<file path="src/rtl/keypad_scan.sv">
// keypad_scan: 4x4 active-low key matrix scanner with frame-level debounce.
// Revision 1.0 - initial release.
`default_nettype none

module keypad_scan #(
  parameter int SCAN_DIV     = 50000,
  parameter int DEBOUNCE_CNT = 4
) (
  input  logic       clk,
  input  logic       rst,
  input  logic [3:0] row_in,
  output logic [3:0] col_out,
  output logic [4:0] key,
  output logic [4:0] key_pulse
);

  localparam int PW = $clog2(SCAN_DIV);
  localparam int CW = $clog2(DEBOUNCE_CNT + 1);
  localparam logic [PW-1:0] C_PRESC_MAX = PW'(SCAN_DIV - 1);
  localparam logic [CW-1:0] C_DB_MAX    = CW'(DEBOUNCE_CNT);

  logic [3:0]    r_sync1;
  logic [3:0]    r_row_s;
  logic [PW-1:0] r_presc;
  logic [1:0]    r_col_idx;
  logic [4:0]    r_acc;
  logic [4:0]    r_frame_raw;
  logic          r_eval;
  logic [4:0]    r_last_raw;
  logic [CW-1:0] r_cnt;
  logic [4:0]    r_key;
  logic [4:0]    r_key_pulse;

  logic          w_tick;
  logic          w_hit;
  logic [1:0]    w_row;
  logic [4:0]    w_col_code;
  logic [4:0]    w_merged;
  logic [CW-1:0] w_new_cnt;

  assign w_tick     = (r_presc == C_PRESC_MAX);
  assign col_out    = ~(4'b0001 << r_col_idx);
  assign key        = r_key;
  assign key_pulse  = r_key_pulse;
  assign w_col_code = {1'b1, w_row, r_col_idx};

  // Lowest pressed row in the driven column gives the lowest code in it.
  always_comb begin
    w_hit = 1'b0;
    w_row = 2'd0;
    for (int r = 3; r >= 0; r--) begin
      if (!r_row_s[r]) begin
        w_hit = 1'b1;
        w_row = 2'(r);
      end
    end
  end

  // Columns are visited in order, but a later column can still hold a lower code.
  always_comb begin
    w_merged = r_acc;
    if (w_hit && (!r_acc[4] || (w_col_code[3:0] < r_acc[3:0]))) begin
      w_merged = w_col_code;
    end
  end

  always_comb begin
    w_new_cnt = CW'(1);
    if (r_frame_raw == r_last_raw) begin
      w_new_cnt = (r_cnt >= C_DB_MAX) ? C_DB_MAX : (r_cnt + 1'b1);
    end
  end

  always_ff @(posedge clk or posedge rst) begin
    if (rst) begin
      r_sync1     <= 4'b1111;
      r_row_s     <= 4'b1111;
      r_presc     <= '0;
      r_col_idx   <= 2'd0;
      r_acc       <= 5'h00;
      r_frame_raw <= 5'h00;
      r_eval      <= 1'b0;
      r_last_raw  <= 5'h00;
      r_cnt       <= '0;
      r_key       <= 5'h00;
      r_key_pulse <= 5'h00;
    end else begin
      r_sync1     <= row_in;
      r_row_s     <= r_sync1;
      r_eval      <= 1'b0;
      r_key_pulse <= 5'h00;

      r_presc <= w_tick ? '0 : (r_presc + 1'b1);

      if (w_tick) begin
        r_col_idx <= r_col_idx + 2'd1;
        if (r_col_idx == 2'd3) begin
          r_frame_raw <= w_merged;
          r_acc       <= 5'h00;
          r_eval      <= 1'b1;
        end else begin
          r_acc <= w_merged;
        end
      end

      // Debounce runs the clock after a frame result lands.
      if (r_eval) begin
        r_last_raw <= r_frame_raw;
        r_cnt      <= w_new_cnt;
        if ((w_new_cnt == C_DB_MAX) && (r_frame_raw != r_key)) begin
          r_key <= r_frame_raw;
          if (r_frame_raw[4]) begin
            r_key_pulse <= r_frame_raw;
          end
        end
      end
    end
  end

endmodule

`default_nettype wire
</file>
<file path="config.mk">
export PLATFORM = sky130hd
export DESIGN_NAME = keypad_scan
export DESIGN_NICKNAME = d
export VERILOG_FILES = /design/src/rtl/keypad_scan.sv
export SDC_FILE = /design/constraint.sdc
export NUM_CORES = 1
export LEC_CHECK = 0
export CORE_MARGIN = 4
export CORE_UTILIZATION = 62
export DETAILED_ROUTE_END_ITERATION = 8
export GPL_TIMING_DRIVEN = 1
export PLACE_DENSITY_LB_ADDON = 0.2
export SLEW_MARGIN = 25
export SYNTH_ARGS = -nofsm -noshare
export SYNTH_HDL_FRONTEND = slang
export SYNTH_SLANG_ARGS = --single-unit
</file>
<file path="constraint.sdc">
create_clock -name clk -period 5.38 [get_ports clk]
set_input_delay 1.076 -clock clk [delete_from_list [all_inputs] [get_ports clk]]
set_output_delay 1.076 -clock clk [all_outputs]
set_load 0.01 [all_outputs]
</file>
# [Word level (Yosys, flattened, before mapping)]
# Cells that the tools add are included.
[word_totals] latch_bits=0 inputBits=6 regBits=55 ram_bits=0 elab_cells=47 mem_bits_ro=0 mem_count=0
[classes] add_sub_neg=3 n_reduce_logical=6 shift=1 n_div=0 bitwise_logic=1 n_eq_ne=5 mul=0 n_mux=18 n_lt_le_gt_ge=2
[ops] operator="2-to-1 mux 5 bit" count=5
[ops] operator="adder 16 x 1 -> 16 bit (second input constant)" count=1
[ops] operator="equality test 16 bit (second input constant)" count=1
[ops] operator="2-to-1 mux 16 bit" count=1
[ops] operator="2-to-1 mux 2 bit" count=4
[ops] operator="2-to-1 mux 1 bit" count=6
[ops] operator="2-to-1 mux 3 bit" count=2
[ops] operator="equality test 5 bit" count=1
[ops] operator="!= test 5 bit" count=1
[ops] operator="< comparator 4 bit" count=1
[ops] operator="NOT 4 bit" count=1
[ops] operator="AND reduction 2 bit" count=2
[ops] operator="left shift 1 x 2 -> 4 bit (first input constant)" count=1
[ops] operator="adder 3 x 1 -> 3 bit (second input constant)" count=1
[ops] operator="equality test 3 bit (second input constant)" count=1
[ops] operator="greater-or-equal comparator 3 bit (second input constant)" count=1
[ops] operator="adder 2 x 1 -> 2 bit (second input constant)" count=1
[ops] operator="equality test 2 bit (second input constant)" count=1
[ops] operator="logical AND 1 bit" count=2
[ops] operator="zero test 1 bit" count=1
[ops] operator="logical OR 1 bit" count=1

# [Longest topological paths before layout]
[logic_depth] depth_word=9 depth_mapped=8 depth_no_buf=8

# [Least setup slack after synthesis]
# Ideal clock, no wire load.
[synth_path] path_type="register -> register" from="register r_row_s[2]" to="register r_acc[0]" n_path_buf=0 t_arrival_ns=2.116 synth_period_minus_slack_ns=2.237 stages_incl_launch_ff=9 setup_slack_ns=3.143 cell_sequence="dfstp_2 nand2b_1 a21boi_0 ha_1 o211ai_1 o21ai_0 a21boi_1 o21ai_1 a32o_1"
[synth_between] elab_chain_cells=8 word_cells_on_any_way=11
[synth_rtl] element="start, declared" line="23" source="logic [3:0] r_row_s;"
[synth_rtl] element="start signal, assigned" line="89" source="r_row_s <= r_sync1;"
[synth_rtl] element="2-to-1 mux 2 bit (3 in a row)" line="52" source="if (!r_row_s[r]) begin"
[synth_rtl] element="< comparator 4 bit" line="62" source="if (w_hit && (!r_acc[4] || (w_col_code[3:0] < r_acc[3:0]))) begin"
[synth_rtl] element="logical OR 1 bit" line="62"
[synth_rtl] element="logical AND 1 bit *" line="62"
[synth_rtl] element="2-to-1 mux 5 bit *" line="62"
[synth_rtl] element="2-to-1 mux 5 bit *" line="97" source="if (r_col_idx == 2'd3) begin"
[synth_rtl] element="end signal, assigned" line="102" source="r_acc <= w_merged;"
[synth_rtl] element="end, declared" line="26" source="logic [4:0] r_acc;"
# Mark *: on every way between the ends. The rest lies on a longest branch, timed or not.
# A chain may end at the register's enable or synchronous reset.

# [Final worst setup path]
[layout_path] from="register r_col_idx[0]" to="output port col_out[0]"
[layout_between] elab_chain_cells=2
[layout_rtl] element="start, declared" line="25" source="logic [1:0] r_col_idx;"
[layout_rtl] element="start signal, assigned" line="96" source="r_col_idx <= r_col_idx + 2'd1;"
[layout_rtl] element="left shift 1 x 2 -> 4 bit" line="42" source="assign col_out = ~(4'b0001 << r_col_idx);"
[layout_rtl] element="NOT 4 bit" line="42"
[layout_rtl] element="end, declared" line="12" source="output logic [3:0] col_out,"
# No other way between the ends.

==> flow_summary_export.csv <==
group,metric,value,unit
critical_path,endpoint_kind,"primary output",
clock_network,cts_made_buffers,5,
synth,synthCells,211,
synth,synthMuxAreaShare,0.06132,
clock_network,cts_tree,"built",
routing,routed_via_density,5.859,
global_route,grt.overflow.total,0,
die,die_w,71.63,um
routing,antenna_left,0,
sta,slew_headroom,0.4047,
synth,seq_area_frac_synth,0.5523,
clock_network,h-tree-depth,2,
clock_network,clk_path_buf_depth,2,
critical_path,required,4.30,ns
synth,synth-compound-area-share,0.06630,
sta,fin_hold_ws,0.3584,ns
routing,wl_per_cell,15.13,um
critical_path,cp_max_fo,6,
clock_network,clk_pin_slew,0.08,ns
global_route,grt_pass1_vias,1639,
synth,synthTopCellsByArea,"dfrtp_1 47%, dfstp_2 8.4%, ha_1 5.0%",
synth,synth_fa_ha_area_frac,0.04985,
sta,fmax,0.3613,GHz
clock_network,postCtsSetupBuffers,0,
clock_network,insertion_delay,0.31,ns
synth,synth_warnings,0,
critical_path,path_class,"register to primary output",
placement,place.gp.congestion,0.9251,
global_route,grt_pass1_wl,7576,um
power,p_per_area,233.8,nW/um2
status,status,"complete, no violations",
synth,synth_area_per_cell,11.90,um2
routing,drt_iter0_markers,151,
placement,hpwl,3060,um
critical_path,start_kind,"register",
cells_and_area,area_delta_synth_final,13.26,%
sta,final_max_slew_viol_count,0,
global_route,grt_max_degree,56,
hold_path,hold_path_class,"register to register",
clock_network,cts_resized,0,
synth,synth_edf_count,0,
sta,fin_crit,2.768,ns
synth,synth_top_family_by_area,"simple AND/OR/NAND/NOR gates",
flow_run,cap_violations,0,
synth,syn_area,2510,um2
synth,synth-xor-area-share,0.08026,
synth,synthSimpleGateAreaFrac,0.1620,
die,fp.dieH,71.63,um
sta,rsz0062_at_grt,"false",
power,irDropWorstVdd,206.3,uV
cells_and_area,diodes,0,
routing,drt_pass1_iterations,4,
global_route,grt_usage,0.1890,
sta,worst_pin_slew,0.8864,ns
clock_network,cts-hold-fix-buffers,0,
synth,synth_top_area_frac,0.4686,
synth,synth-seq-cells,55,
die,coreArea,3799,um2
cells_and_area,drive_gt1_frac,0.1404,
routing,drc,0,
synth,synth-async-reset-ratio,1.000,
sta,tns,0,ns
synth,synth.net_count,227,
die,io-pin-count,20,
clock_network,clkSinkCount,55,
placement,io_buffer_count,19,
clock_network,clockRootBuffer,"clkbuf_8",
synth,ys.flop_type,"dfrtp_1",
die,start_util,0.6607,
die,rows,22,
sta,final_hold_viol_count,0,
global_route,antenna_found_initial,0,
cells_and_area,final_nets,250,
power,power_leakage,1.318,nW
synth,synth_top_area_cell,"dfrtp_1",
die,die_area,5130,um2
routing,vias,1658,
routing,wl,4283,um
sta,fin_worst_skew,0.007293,ns
synth,synthDistinctLibCells,46,
sta,setup_violations,0,
critical_path,critPathArrivalTime,1.69,ns
sta,fin_crit_sh,0.5145,
## report_power, final
part | switching, W | leakage, nW | internal (W)
clock | 0.000124 | 0.0449 | 0.000103
combinational | 0.0000114 | 0.547 | 0.00000603
sequential | 0.00000168 | 0.727 | 0.000419
total | 0.000137 | 1.32 | 0.000527
## per-stage QoR
step                      total power (W)  instances  cell area [um2]  setup WS (ns)    util
after floorplan                 0.0004387        211             2510          2.974       -
after global placement          0.0004448        275             2746          2.982  0.7230
after detailed placement        0.0004460        275             2746          2.713  0.7230
after CTS                       0.0006728        283             2840          2.591  0.7477
after global routing            0.0006886        283             2843          2.521  0.7484
final                           0.0006647        283             2843          2.612  0.7484
## cell usage after synthesis (2+ instances only)
cell      number
ha_1          10
nand3_1        7
and2_1         2
nand4_1        8
a32o_1         3
and3_1         5
nand3b_1       2
mux2i_1        3
mux2_4         3
dfstp_2        8
dfrtp_1       47
or3_1          2
o21ai_0        5
buf_2          2
nor3_1         2
mux2_2         7
nand2_1        8
nor2_1        16
nand2b_1       2
a21oi_1        8
xnor2_1       10
inv_1         14
xor2_1        13
o211ai_1       2
## state kept, by name, indices dropped and copies added (netlist names)
register     cells
key              5
key_pulse        5
r_acc            5
r_cnt            3
r_col_idx        2
r_eval           1
r_frame_raw      5
r_last_raw       5
r_presc         16
r_row_s          4
r_sync1          4
## logic make-up after synthesis
family | count (synthesis)
AOI/OAI and AO/OA | 26
xor gates and xnor gates | 23
adders and majority gates | 10
buffers and inverters | 18
DFF | 55
muxes | 13
and+or+nand+nor | 66
## placed cells by master, fill, tap and decap left out, drive strengths merged, types with 8 or more instances in the layout
cell type      netlist  final
a21oi                8      8
clkdlybuf4s50        0     19
dfrtp               47     47
dfstp                8      8
ha                  10     10
inv                 15     15
mux2                10     10
nand2                8      8
nand3                8      8
nand4                8      8
nor2                16     16
xnor2               10     10
xor2                13     13
## path summary, 6_finish.rpt
path                                      to  cells past startpoint          from  slack, ns
worst max-delay path              col_out[0]                      4  r_col_idx[0]       2.61
worst min-delay path              r_row_s[3]                      0    r_sync1[3]       0.36
worst max register to register      r_acc[1]                      8    r_row_s[2]       2.66
worst min register to register    r_row_s[3]                      0    r_sync1[3]       0.36
max in group asynchronous       r_col_idx[1]                      2           rst       3.74
min in group asynchronous           r_cnt[0]                      2           rst       1.20
## layer usage
layer  vias to the layer above  routed length [um]  GRT usage
met5                         -                   0          0
met4                         0                  90    0.09603
met3                         7                 222    0.03927
met2                        44                2174     0.3061
met1                       827                1795     0.2404
li1                        780                   -          -
## worst max-delay path, cell delays in order (launching register included)
cell,delay [ns]
dfrtp_1,0.47
inv_1,0.12
ha_1,0.21
inv_1,0.06
clkdlybuf4s50_1,0.53
## final cells by class
| type | count | area, um2 |
|---|---|---|
| Timing Repair Buffer | 19 | 190.2 |
| Tap cell | 48 | 60.06 |
| Inverter | 15 | 58.81 |
| Multi-Input combinational cell | 138 | 1054 |
| Fill cell | 249 | 955.9 |
| Sequential cell | 55 | 1386 |
| Clock buffer | 6 | 82.58 |
| Clock inverter | 2 | 11.26 |
Note: power is estimated with default switching activity, not from simulation.
